===== config.mk =====
export PLATFORM = sky130hd
export DESIGN_NAME = pycpu_bus_arbiter
export DESIGN_NICKNAME = d
export VERILOG_FILES = /design/src/rtl/pycpu_bus_pkg.sv /design/src/rtl/pycpu_rr_arb2.sv /design/src/rtl/pycpu_bus_arbiter.sv
export SDC_FILE = /design/constraint.sdc
export NUM_CORES = 1
export LEC_CHECK = 0
export CORE_MARGIN = 2
export CORE_UTILIZATION = 43
export DETAILED_ROUTE_END_ITERATION = 8
export HOLD_SLACK_MARGIN = 0.15
export PLACE_DENSITY_LB_ADDON = 0.1
export REMOVE_ABC_BUFFERS = 1
export SETUP_SLACK_MARGIN = 0.15
export SLEW_MARGIN = 25
export SYNTH_ARGS = -nofsm -noshare
export SYNTH_HDL_FRONTEND = slang
export SYNTH_SLANG_ARGS = --single-unit

===== constraint.sdc =====
create_clock -name clk -period 3.2 [get_ports clk]
set_input_delay 0.32 -clock clk [delete_from_list [all_inputs] [get_ports clk]]
set_output_delay 0.32 -clock clk [all_outputs]
set_load 0.02 [all_outputs]

===== src/rtl/pycpu_bus_pkg.sv =====
// rtl/pycpu_bus_pkg.sv - shared constants and helpers for the pycpu bus arbiter
package pycpu_bus_pkg;

  typedef logic [1:0] bus_state_t;

  localparam bus_state_t ST_IDLE   = 2'd0;
  localparam bus_state_t ST_ACCESS = 2'd1;
  localparam bus_state_t ST_ACK    = 2'd2;

  localparam logic RW_READ  = 1'b0;
  localparam logic RW_WRITE = 1'b1;

  localparam logic M0 = 1'b0;
  localparam logic M1 = 1'b1;

  function automatic logic [1:0] idx_to_onehot(input logic idx);
    return (idx == M1) ? 2'b10 : 2'b01;
  endfunction

endpackage


===== src/rtl/pycpu_rr_arb2.sv =====
// rtl/pycpu_rr_arb2.sv - two-way round-robin picker with lock-owner masking
module pycpu_rr_arb2
  import pycpu_bus_pkg::*;
(
  input  logic [1:0] req_i,
  input  logic       ptr_i,
  input  logic       owner_vld_i,
  input  logic       owner_i,
  output logic [1:0] gnt_o,
  output logic       gnt_idx_o,
  output logic       gnt_vld_o
);

  logic [1:0] elig;

  always_comb begin
    elig = req_i;
    // A held lock hides the non-owner entirely, even if it is favoured.
    if (owner_vld_i) begin
      elig = req_i & idx_to_onehot(owner_i);
    end

    gnt_idx_o = ptr_i;
    gnt_vld_o = 1'b0;
    if (elig[ptr_i]) begin
      gnt_idx_o = ptr_i;
      gnt_vld_o = 1'b1;
    end else if (elig[~ptr_i]) begin
      gnt_idx_o = ~ptr_i;
      gnt_vld_o = 1'b1;
    end

    gnt_o = gnt_vld_o ? idx_to_onehot(gnt_idx_o) : 2'b00;
  end

endmodule


===== src/rtl/pycpu_bus_arbiter.sv =====
// rtl/pycpu_bus_arbiter.sv - two-master arbiter and access sequencer for the external bus
module pycpu_bus_arbiter
  import pycpu_bus_pkg::*;
#(
  parameter int ADDR_W      = 16,
  parameter int DATA_W      = 16,
  parameter int WAIT_CYCLES = 1
) (
  input  logic              clk,
  input  logic              rst,
  input  logic              i_m0_req,
  input  logic              i_m0_rw,
  input  logic [ADDR_W-1:0] i_m0_addr,
  input  logic [DATA_W-1:0] i_m0_wdata,
  input  logic              i_m0_lock,
  output logic              o_m0_ack,
  input  logic              i_m1_req,
  input  logic              i_m1_rw,
  input  logic [ADDR_W-1:0] i_m1_addr,
  input  logic [DATA_W-1:0] i_m1_wdata,
  input  logic              i_m1_lock,
  output logic              o_m1_ack,
  output logic [DATA_W-1:0] o_rdata,
  output logic [1:0]        o_gnt,
  output logic [ADDR_W-1:0] o_addr,
  output logic [DATA_W-1:0] o_wdata,
  output logic              o_rw,
  output logic              o_oe,
  output logic              o_lock,
  input  logic [DATA_W-1:0] i_rdata,
  output logic              o_busy
);

  localparam logic [3:0] WAIT_CNT = 4'(WAIT_CYCLES);

  bus_state_t        state_q, state_d;
  logic [3:0]        cnt_q, cnt_d;
  logic [1:0]        gnt_q, gnt_d;
  logic              gidx_q, gidx_d;
  logic [ADDR_W-1:0] addr_q, addr_d;
  logic [DATA_W-1:0] wdata_q, wdata_d;
  logic              rw_q, rw_d;
  logic              lock_q, lock_d;
  logic              owner_vld_q, owner_vld_d;
  logic              owner_q, owner_d;
  logic              ptr_q, ptr_d;
  logic [DATA_W-1:0] rdata_q, rdata_d;

  logic [1:0]        arb_gnt;
  logic              arb_idx;
  logic              arb_vld;

  pycpu_rr_arb2 u_arb (
    .req_i       ({i_m1_req, i_m0_req}),
    .ptr_i       (ptr_q),
    .owner_vld_i (owner_vld_q),
    .owner_i     (owner_q),
    .gnt_o       (arb_gnt),
    .gnt_idx_o   (arb_idx),
    .gnt_vld_o   (arb_vld)
  );

  // The latch source is the fresh arbitration winner in IDLE, or the current
  // grantee when a locked sequence is re-granted straight out of ACK.
  logic              lat_idx;
  logic [ADDR_W-1:0] lat_addr;
  logic [DATA_W-1:0] lat_wdata;
  logic              lat_rw;
  logic              lat_lock;
  logic              gidx_req;

  assign lat_idx   = (state_q == ST_ACK) ? gidx_q : arb_idx;
  assign lat_addr  = (lat_idx == M1) ? i_m1_addr  : i_m0_addr;
  assign lat_wdata = (lat_idx == M1) ? i_m1_wdata : i_m0_wdata;
  assign lat_rw    = (lat_idx == M1) ? i_m1_rw    : i_m0_rw;
  assign lat_lock  = (lat_idx == M1) ? i_m1_lock  : i_m0_lock;
  assign gidx_req  = (gidx_q == M1) ? i_m1_req : i_m0_req;

  always_comb begin
    state_d     = state_q;
    cnt_d       = cnt_q;
    gnt_d       = gnt_q;
    gidx_d      = gidx_q;
    addr_d      = addr_q;
    wdata_d     = wdata_q;
    rw_d        = rw_q;
    lock_d      = lock_q;
    owner_vld_d = owner_vld_q;
    owner_d     = owner_q;
    ptr_d       = ptr_q;
    rdata_d     = rdata_q;

    case (state_q)
      ST_IDLE: begin
        if (arb_vld) begin
          state_d = ST_ACCESS;
          gnt_d   = arb_gnt;
          gidx_d  = arb_idx;
          addr_d  = lat_addr;
          wdata_d = lat_wdata;
          rw_d    = lat_rw;
          lock_d  = lat_lock;
          cnt_d   = WAIT_CNT;
        end
      end

      ST_ACCESS: begin
        if (cnt_q == 4'd0) begin
          state_d = ST_ACK;
          if (rw_q == RW_READ) begin
            rdata_d = i_rdata;
          end
        end else begin
          cnt_d = cnt_q - 4'd1;
        end
      end

      ST_ACK: begin
        owner_vld_d = lock_q;
        owner_d     = gidx_q;
        ptr_d       = ~gidx_q;
        if (lock_q && gidx_req) begin
          state_d = ST_ACCESS;
          addr_d  = lat_addr;
          wdata_d = lat_wdata;
          rw_d    = lat_rw;
          lock_d  = lat_lock;
          cnt_d   = WAIT_CNT;
        end else begin
          state_d = ST_IDLE;
          gnt_d   = 2'b00;
        end
      end

      default: begin
        state_d = ST_IDLE;
        gnt_d   = 2'b00;
      end
    endcase
  end

  always_ff @(posedge clk) begin
    if (rst) begin
      state_q     <= ST_IDLE;
      cnt_q       <= 4'd0;
      gnt_q       <= 2'b00;
      gidx_q      <= M0;
      addr_q      <= '0;
      wdata_q     <= '0;
      rw_q        <= RW_READ;
      lock_q      <= 1'b0;
      owner_vld_q <= 1'b0;
      owner_q     <= M0;
      ptr_q       <= M0;
      rdata_q     <= '0;
    end else begin
      state_q     <= state_d;
      cnt_q       <= cnt_d;
      gnt_q       <= gnt_d;
      gidx_q      <= gidx_d;
      addr_q      <= addr_d;
      wdata_q     <= wdata_d;
      rw_q        <= rw_d;
      lock_q      <= lock_d;
      owner_vld_q <= owner_vld_d;
      owner_q     <= owner_d;
      ptr_q       <= ptr_d;
      rdata_q     <= rdata_d;
    end
  end

  logic in_access;
  logic in_ack;

  assign in_access = (state_q == ST_ACCESS);
  assign in_ack    = (state_q == ST_ACK);

  assign o_busy   = (state_q != ST_IDLE);
  assign o_gnt    = gnt_q;
  assign o_addr   = addr_q;
  assign o_rw     = in_access & (rw_q == RW_WRITE);
  assign o_oe     = in_access & (rw_q == RW_WRITE);
  assign o_wdata  = o_oe ? wdata_q : '0;
  assign o_rdata  = rdata_q;
  assign o_m0_ack = in_ack & (gidx_q == M0);
  assign o_m1_ack = in_ack & (gidx_q == M1);
  // Lock stays visible through the ack of a locking access so the RMW window has no gap.
  assign o_lock   = owner_vld_q | (o_busy & lock_q);

endmodule


After elaboration in Yosys (flattened, before gate mapping)
Index checks and enable logic that the tools add are counted.
{ "word_totals": {"regBits": 62, "output_inout_bits": 56, "wordCells": 85} }
{ "classes": {"add_sub_neg": 1, "n_lt_le_gt_ge": 2, "n_eq_ne": 7, "mux": 41, "n_bitwise": 10, "n_reduce_logical": 12} }
{ "op_table": {"columns": ["operator", "n"], "rows": [
  ["$mux W16", 7],
  ["$pmux W16 S2", 2],
  ["$mux W1", 17],
  ["$mux W2", 7],
  ["$mux W4", 3],
  ["$pmux W2 S3", 2],
  ["$pmux W4 S3", 1],
  ["$reduce_and A3 Y1", 3],
  ["$ne A2 B2 Y1 const B", 3],
  ["$and A1 B1 Y1", 4],
  ["$logic_not A4 Y1", 1],
  ["$lt A1 B2 Y1 const B", 2],
  ["$ne A2 B1 Y1 const B", 2],
  ["$not A1 Y1", 4],
  ["$pmux W1 S2", 2],
  ["$reduce_and A2 Y1", 2],
  ["$reduce_and A4 Y1", 1],
  ["$reduce_bool A2 Y1", 2],
  ["$sub A4 B1 Y4 const B", 1],
  ["$reduce_bool A3 Y1", 1],
  ["$and A2 B2 Y2", 1],
  ["$eq A2 B1 Y1 const B", 1],
  ["$eq A2 B2 Y1 const B", 1],
  ["$logic_not A2 Y1", 1],
  ["other kinds (2)", 2]
]} }

Depth between registers and ports, before layout
Gate-level depths: netlist (run 1).
{ "logic_depth": {"ltp_word": 11, "depth_mapped": 10, "ltp_nobuf": 7} }

By module
Synthesis (run 1) repeated with hierarchy kept, for this count alone.
{ "unflattened": {"hier_cells": 499, "area_unflattened_um2": 4367.9} }
{ "by_module_without_submodules": {"columns": ["module", "instances", "cells_per_inst", "area_each_um2", "seq_area_each_um2"], "rows": [
  ["pycpu_bus_arbiter", 1, 487, 4282.9, 1241.2],
  ["pycpu_rr_arb2", 1, 12, 85.1, 0.0]
]} }

Worst setup path before layout (run 1)
No wires, ideal clock.
{ "synth_timing": {"path_type": "reg2reg", "start": "reg state_q[0]", "end": "reg lock_q", "setup_time_ns": 0.123, "arrival_time_ns": 1.762, "t_required_ns": 3.077, "path_slack_ns": 1.316, "path_stages_with_launch": 10, "path_buffers": 3, "synth_period_minus_slack_ns": 1.884, "cell_sequence": "dfxtp_1 > inv_1 > ha_1 > buf_2 > nor3b_1 > a31oi_2 > a21boi_4 > buf_4 > buf_4 > a31oi_1"} }
{ "synth_via": {"elab_chain_len": 5, "elab_cells_between_ends": 11, "classes_between": "eq/ne: 3; mux: 5; reduce/logical: 3"} }
{ "synth_lines": {"columns": ["item", "line_no", "source"], "rows": [
  ["start: declaration", "pycpu_bus_arbiter.sv:36", "bus_state_t state_q, state_d;"],
  ["start signal: assignment", "pycpu_bus_arbiter.sv:157", "state_q <= state_d;"],
  ["$eq A2 B2 Y1", "pycpu_bus_arbiter.sv:72, pycpu_bus_arbiter.sv:93", null],
  ["$mux W1", "pycpu_bus_arbiter.sv:72", "assign lat_idx = (state_q == ST_ACK) ? gidx_q : arb_idx;"],
  ["$mux W1", "pycpu_bus_arbiter.sv:76", "assign lat_lock = (lat_idx == M1) ? i_m1_lock : i_m0_lock;"],
  ["$mux W1, on equally long branches", "pycpu_bus_arbiter.sv:122, pycpu_bus_arbiter.sv:95", null],
  ["$pmux W1 S2", "pycpu_bus_arbiter.sv:93", "case (state_q)"],
  ["end signal: assignment", "pycpu_bus_arbiter.sv:164", "lock_q <= lock_d;"],
  ["end: declaration", "pycpu_bus_arbiter.sv:43", "logic lock_q, lock_d;"]
]} }
Several ways; a longest one is shown, not always the timed one. The select of a mux whose other input is x is not followed.
A chain may end at the register's enable or synchronous reset.

Final worst setup path (run 1)
{ "layout_timing": {"start": "reg state_q[1]", "end": "out o_wdata[10]"} }
{ "layout_via": {"elab_chain_len": 3} }
{ "layout_lines": {"columns": ["item", "line_no", "source"], "rows": [
  ["$eq A2 B1 Y1", "pycpu_bus_arbiter.sv:175", "assign in_access = (state_q == ST_ACCESS);"],
  ["$and A1 B1 Y1", "pycpu_bus_arbiter.sv:182", "assign o_oe = in_access & (rw_q == RW_WRITE);"],
  ["$mux W16", "pycpu_bus_arbiter.sv:183", "assign o_wdata = o_oe ? wdata_q : '0;"],
  ["end: declaration", "pycpu_bus_arbiter.sv:26", "output logic [DATA_W-1:0] o_wdata,"]
]} }
Every way passes these cells.

==> results.md, run 1 <==
* Share of layout cells above drive strength 1 at 5.28%
* Storage cell area at 1240 sq um
* Post-synthesis sequential area ratio at 42.8%
* MaxCap Viol Count at 0
* Final hold slack at 0.455 ns
* Critical path peak fanout at 23
* Period minus WS final at 2.56 ns
* Area of the mapped netlist at 2900 sq um
* Max stage delay on crit path at 0.63 ns
* Routed via count at 3042
* Mapped Cells at 377
* Die width at 86.1 um
* DIE HEIGHT at 86.1 um
* Initial Utilization at 45.2%
* DP Worst Slack at 0.768 ns
* Worst Tran Pin Value at 1.02 ns
* Hold buffer count at CTS at 0
* WS Path Type: register to output port
* RSZ-0062 raised after global routing: false
* Synth-to-Final Area Change at 55.9%
* IO Port Bufs at 143
* First-pass GRT wire length at 13400 um
* Startpoint types: register
* Max_slew headroom at 32.0%
* Fin. max-slew vios at 0
* PostCTS Resize Cnt at 0
* DP Area at 4320 sq um
* Initial DRC count at 181
* Final worst setup slack at 0.643 ns
* Clk_lat worst skew at 0.34 ns
* Count of final setup violators at 0
* Fmax at 391 MHz
* HP Class: register to register
* Initial DRT Pass Iterations at 4
* Commonest non-fill, non-tap cell in the layout: clkdlybuf4s50_1
* GRT Util Overall at 22.6%
* Number of routed nets with antenna violations at 0
* Data arrival, critical path at 2.24 ns
* Hpwl dp at 5700 um
* Area of the multi-input gates at 1460 sq um
* Setup TNS at 0 ns
* Post-DR wirelength/cell at 14.0 um
* Placed Cells at 572
* CTS H-tree lvls at 3
* DRC viols at 0
* CTS tree: built
* Synth unique cells at 36
* #FFs+latches synth at 62
* Vias in the first global route at 2888
* Root Buffer Master: clkbuf_8
* Post-CTS Setup Bufs at 0
* Cell area after layout at 4520 sq um
* CTS Buf Count at 9
* Clock sink count at 62
* LEAKAGE at 1.81 nW
* Crit. End Element: output port
* Worst EP required at 2.88 ns
* Finished Core Util at 70.4%
* Ant. Diodes at 0
* Peak VDD IR at 0.469 mV
* Worst-path clk slew at 0.07 ns
* Outcome: complete, no violations
* Initial antenna violation count at 0
* Avg Inst Size Synth at 7.69 sq um
* Row count at 29
* GRT overflow at 0
* CP max-delay cell: clkdlybuf4s50_1
* DRT Wirelength at 8250 um
* Most frequent cells in the layout: 143 x clkdlybuf4s50_1, 107 x nand2_1, 62 x dfxtp_1
* Post-Layout Cell Count at 588
* Fillers at 548
* Nets at 600
* Die Area at 7420 sq um
* Placeable Area at 6420 sq um
* Pwr Density at 919 nW/um^2
* Synth warnings at 0
* Number of placed I/O pins at 144
* Pin count of the biggest net entering global routing at 69
* Final RePlAce weighted congestion at 0.792
* Drt via density at 5.17
* Final hold violation count at 0
* Clk_skew at 0.0113 ns
* Tcrit/Tclk final at 79.9%
* Power after layout at 4.16 mW
* Max clock buf depth at 2
* Cells along the critical path: inv_1 -> ha_1 -> and3_1 -> clkdlybuf4s50_1
## final cells by class
| type | instances | area share, % |
|---|---|---|
| timing repair buffer | 149 | 32.9 |
| multi-input combinational | 274 | 32.3 |
| sequential | 62 | 27.5 |
| clock buffer | 9 | 2.74 |
| tap | 77 | 2.13 |
| clock inverter | 7 | 1.63 |
| inverter | 10 | 0.830 |
## registers in the layout (all words and copies together), names as in the netlist
register / cells
ptr_q: 1
lock_q: 1
owner_q: 1
rw_q: 1
o_gnt: 2
wdata_q: 16
gidx_q: 1
cnt_q: 4
owner_vld_q: 1
o_rdata: 16
o_addr: 16
state_q: 2
## worst max-delay path: cells and delay by family (launching register included)
kind | cells | cell delay [ns]
buffers and inverters | 2 | 0.71
and+or+nand+nor | 1 | 0.27
DFF | 1 | 0.34
adders and majority gates | 1 | 0.57
## power breakdown
part	internal [mW]	leakage (nW)	total (mW)	switching, mW
Combinational	0.929	1.20	2.16	1.23
Sequential	1.10	0.511	1.31	0.207
Clock	0.362	0.0996	0.691	0.329
## routing by layer
layer  track usage [%]  vias up  routed length (um)
li1                  -     1560                   -
met1              27.5     1372                3430
met2              37.3      101                3970
met3              7.03        9                 747
met4              8.51        0                 106
met5                 0        -                   0
## cell families after synthesis
family,Yosys count,share of synthesized area [%]
fa+ha+maj,6,2.59
flops,62,42.8
compound gates,113,23.4
buf+inv,41,6.90
mux,5,1.77
simple gates,150,22.5
## path summary, 6_finish.rpt
check / cells past startpoint / slack [ns] / to / start
max: 4 / 0.64 / o_wdata[10] / state_q[1]$_SDFFE_PP0P_
min: 2 / 0.46 / o_rdata[14]$_SDFFE_PP0P_ / o_rdata[14]$_SDFFE_PP0P_
max reg2reg: 7 / 0.87 / cnt_q[2]$_SDFFE_PP0P_ / state_q[1]$_SDFFE_PP0P_
min reg2reg: 2 / 0.46 / o_rdata[14]$_SDFFE_PP0P_ / o_rdata[14]$_SDFFE_PP0P_
## cells in the mapped netlist
cell | count | area share, %
a2111oi_2 | 1 | 0.52
a211oi_1 | 3 | 0.78
a21boi_4 | 1 | 0.65
a21o_1 | 2 | 0.52
a21oi_1 | 25 | 4.3
a21oi_2 | 1 | 0.30
a221oi_1 | 1 | 0.30
a22oi_1 | 1 | 0.26
a31oi_1 | 36 | 7.8
a31oi_2 | 1 | 0.43
a32o_1 | 2 | 0.69
and2_1 | 3 | 0.65
and2b_1 | 1 | 0.26
and3_1 | 17 | 3.7
and4bb_1 | 1 | 0.43
buf_1 | 1 | 0.13
buf_2 | 4 | 0.69
buf_4 | 11 | 2.8
clkbuf_1 | 15 | 1.9
dfxtp_1 | 62 | 43
ha_1 | 6 | 2.6
inv_1 | 10 | 1.3
mux2_2 | 1 | 0.39
mux2i_1 | 4 | 1.4
nand2_1 | 107 | 14
nand2b_1 | 1 | 0.22
nand3_1 | 1 | 0.17
nand4_1 | 1 | 0.22
nor2_1 | 10 | 1.3
nor2b_1 | 2 | 0.43
nor3_1 | 2 | 0.35
nor3b_1 | 3 | 0.78
o211a_1 | 1 | 0.35
o21ai_0 | 26 | 4.5
o21ai_1 | 12 | 2.1
or3_1 | 1 | 0.22
Power figures use the tool's default switching activity.
==> run 2: changes to the inputs <==
--- a/config.mk
+++ b/config.mk
@@ -6,7 +6,7 @@
 export NUM_CORES = 1
 export LEC_CHECK = 0
 export CORE_MARGIN = 2
-export CORE_UTILIZATION = 43
+export CORE_UTILIZATION = 36
 export DETAILED_ROUTE_END_ITERATION = 8
 export HOLD_SLACK_MARGIN = 0.15
 export PLACE_DENSITY_LB_ADDON = 0.1
==> constraint.sdc (replaced) <==
create_clock -name clk -period 2.25 [get_ports clk]
set_input_delay 0.225 -clock clk [delete_from_list [all_inputs] [get_ports clk]]
set_output_delay 0.225 -clock clk [all_outputs]
set_load 0.02 [all_outputs]
==> run 2 against run 1 <==
Sequential share of layout area shrank 1.0 points. Non-clock buffer count up 9. Cell area increased by 3.9%. Register-to-register slack got worse by 0.64 ns. Largest cell class unchanged. Flip-flop and latch count unchanged. Cell count rose by 5.8%. Via count increased by 4.1%. First-iteration DRC count is 19% lower. Clock power up 46%. Global-route usage decreased by 2.8 points. Power increased by 54%. Utilization fell by 9.9 points.
==> results.md, run 2 (synthesized netlist as in run 1, its figures left out) <==
* Max_slew headroom at 55.9% (+24 points)
* Die Area at 8790 sq um (+19%)
* Reg2Reg Setup Slack at 0.23 ns (-0.64 ns)
* Initial DRT Pass Iterations at 4 (unchanged)
* Drt via density at 5.09 (-1.6%)
* Max clock buf depth at 2 (unchanged)
* First-pass GRT wire length at 13700 um (+2.2%)
* Hpwl dp at 5840 um (+2.5%)
* RSZ-0062 raised after global routing: true
* Worst Hold Path EP: o_rdata[13]$_SDFFE_PP0P_
* WS Path Type: register to register
* Number of placed I/O pins at 144 (unchanged)
* Die width at 93.8 um (+8.9%)
* Clk_lat worst skew at 0.34 ns (about the same)
* Startpoint types: register
* FF-to-FF Start: state_q[0]$_SDFFE_PP0P_
* Row count at 32 (+10%)
* GRT Util Overall at 19.8% (-2.8 points)
* Initial Utilization at 37.3% (-7.8 points)
* Initial antenna violation count at 0 (unchanged)
* Period minus WS final at 2.02 ns
* Root Buffer Master: clkbuf_8
* Final RePlAce weighted congestion at 0.782 (-1.2%)
* Min-delay src: i_rdata[13]
* Routed via count at 3167 (+4.1%)
* Pwr Density at 1370 nW/um^2 (+49%)
* Critical path peak fanout at 18 (-22%)
* LEAKAGE at 2.01 nW (+11%)
* Ant. Diodes at 0 (unchanged)
* DIE HEIGHT at 93.8 um (+8.9%)
* Most frequent cells in the layout: 121 x clkdlybuf4s50_1, 107 x nand2_1, 62 x dfxtp_1
* Final worst setup slack at 0.230 ns (-0.414 ns)
* DRC viols at 0 (unchanged)
* Fmax at 495 MHz
* Crit. End Element: register
* CTS Buf Count at 9 (unchanged)
* Post-DR wirelength/cell at 14.5 um (+3.7%)
* Initial DRC count at 147 (-19%)
* GRT overflow at 0 (unchanged)
* DRT Wirelength at 9050 um (+9.7%)
* Number of routed nets with antenna violations at 0 (unchanged)
* Pin count of the biggest net entering global routing at 37 (-46%)
* Worst Hold Path Cells at 3 (+1)
* Placeable Area at 7770 sq um (+21%)
* Reg-to-Reg End: o_addr[6]$_SDFFE_PP0P_
* CTS tree: built
* Power after layout at 6.42 mW (+54%)
* Data arrival, critical path at 2.24 ns (about the same)
* MaxCap Viol Count at 0 (unchanged)
* Share of layout cells above drive strength 1 at 7.31% (+2.0 points)
* IO Port Bufs at 143 (unchanged)
* Peak VDD IR at 0.621 mV (+32%)
* Worst Tran Pin Value at 0.659 ns (-0.360 ns)
* Synth-to-Final Area Change at 62.0%
* Count of final setup violators at 0 (unchanged)
* DP Worst Slack at 0.0644 ns (-0.703 ns)
* Clock sink count at 62 (unchanged)
* CTS H-tree lvls at 3 (unchanged)
* HP Class: input pin to register
* Commonest non-fill, non-tap cell in the layout: clkdlybuf4s50_1
* Final hold violation count at 0 (unchanged)
* Outcome: complete, no violations
* Worst EP required at 2.47 ns (-0.41 ns)
* Nets at 609 (+1.5%)
* Fin. max-slew vios at 0 (unchanged)
* R2R depth at 8 (+1)
* Hold buffer count at CTS at 0 (unchanged)
* Clk_skew at 0.0110 ns (-0.000314 ns)
* Worst-path clk slew at 0.07 ns (about the same)
* Tcrit/Tclk final at 89.8%
* Vias in the first global route at 2907 (+0.66%)
==> run 2: worst max-delay path by stage <==
| stage | from | to | slack, ns |
|---|---|---|---|
| 2_1_floorplan | state_q[0]$_SDFFE_PP0P_ | o_addr[13]$_SDFFE_PP0P_ | -0.12 |
| 4_1_cts | state_q[0]$_SDFFE_PP0P_ | o_m0_ack | 0.08 |
| 5_1_grt | state_q[0]$_SDFFE_PP0P_ | wdata_q[2]$_SDFFE_PP0P_ | 0.12 |
| 3_5_place_dp | i_m1_req | cnt_q[2]$_SDFFE_PP0P_ | 0.06 |
| 6_report | state_q[0]$_SDFFE_PP0P_ | o_addr[6]$_SDFFE_PP0P_ | 0.23 |
| 3_3_place_gp | i_m0_req | lock_q$_SDFFE_PP0P_ | 0.13 |
==> run 2: what timing repair did <==
action	in CTS	in global routing
pin swaps	0	1
buffers inserted	1	3
resized for setup	21	5
gates cloned	0	2
setup endpoints to repair	44	39
endpoints found under the hold margin	0	0
==> run 2: critical path, stage by stage, from the launching register on <==
cell and delay (ns):
dfxtp_1 0.39, inv_1 0.09, ha_2 0.25, nor3b_1 0.17, a31oi_2 0.23, a21boi_4 0.32, buf_4 0.18, clkbuf_16 0.17
a31oi_1 0.09
==> run 2: final cells by class <==
class	instances	area (sq um)
sequential	62	1240
inverter	10	37.5
timing repair buffer	158	1610
fill	721	3070
multi-input combinational	274	1480
clock inverter	3	42.5
clock buffer	13	159
tap	102	128
==> run 2: power breakdown <==
part	internal [mW]	total [mW]	switching, mW
registers	1.57	1.88	0.310
logic	1.61	3.53	1.92
clock network	0.572	1.01	0.436
total	3.75	6.42	2.66
==> run 2: through the flow <==
stage	hold WS (ns)	setup TNS, ns	util (%)	instance area, sq um	std cells
6_report	0.437	0	60.5	4700	622
5_1_grt	0.436	0	60.5	4700	622
4_1_cts	0.429	0	59.3	4600	617
3_5_place_dp	0.449	0	56.9	4420	600
3_3_place_gp	0.441	0	56.8	4410	600
2_1_floorplan	0.294	-3.41	-	2740	346
==> run 2: layer usage <==
metal | global-route usage (%) | up-vias | wire, um
met2 | 32.2 | 98 | 4320
met5 | 0 | - | 0
met1 | 23.3 | 1477 | 3940
met3 | 7.54 | 7 | 698
li1 | - | 1585 | -
met4 | 8.09 | 0 | 91
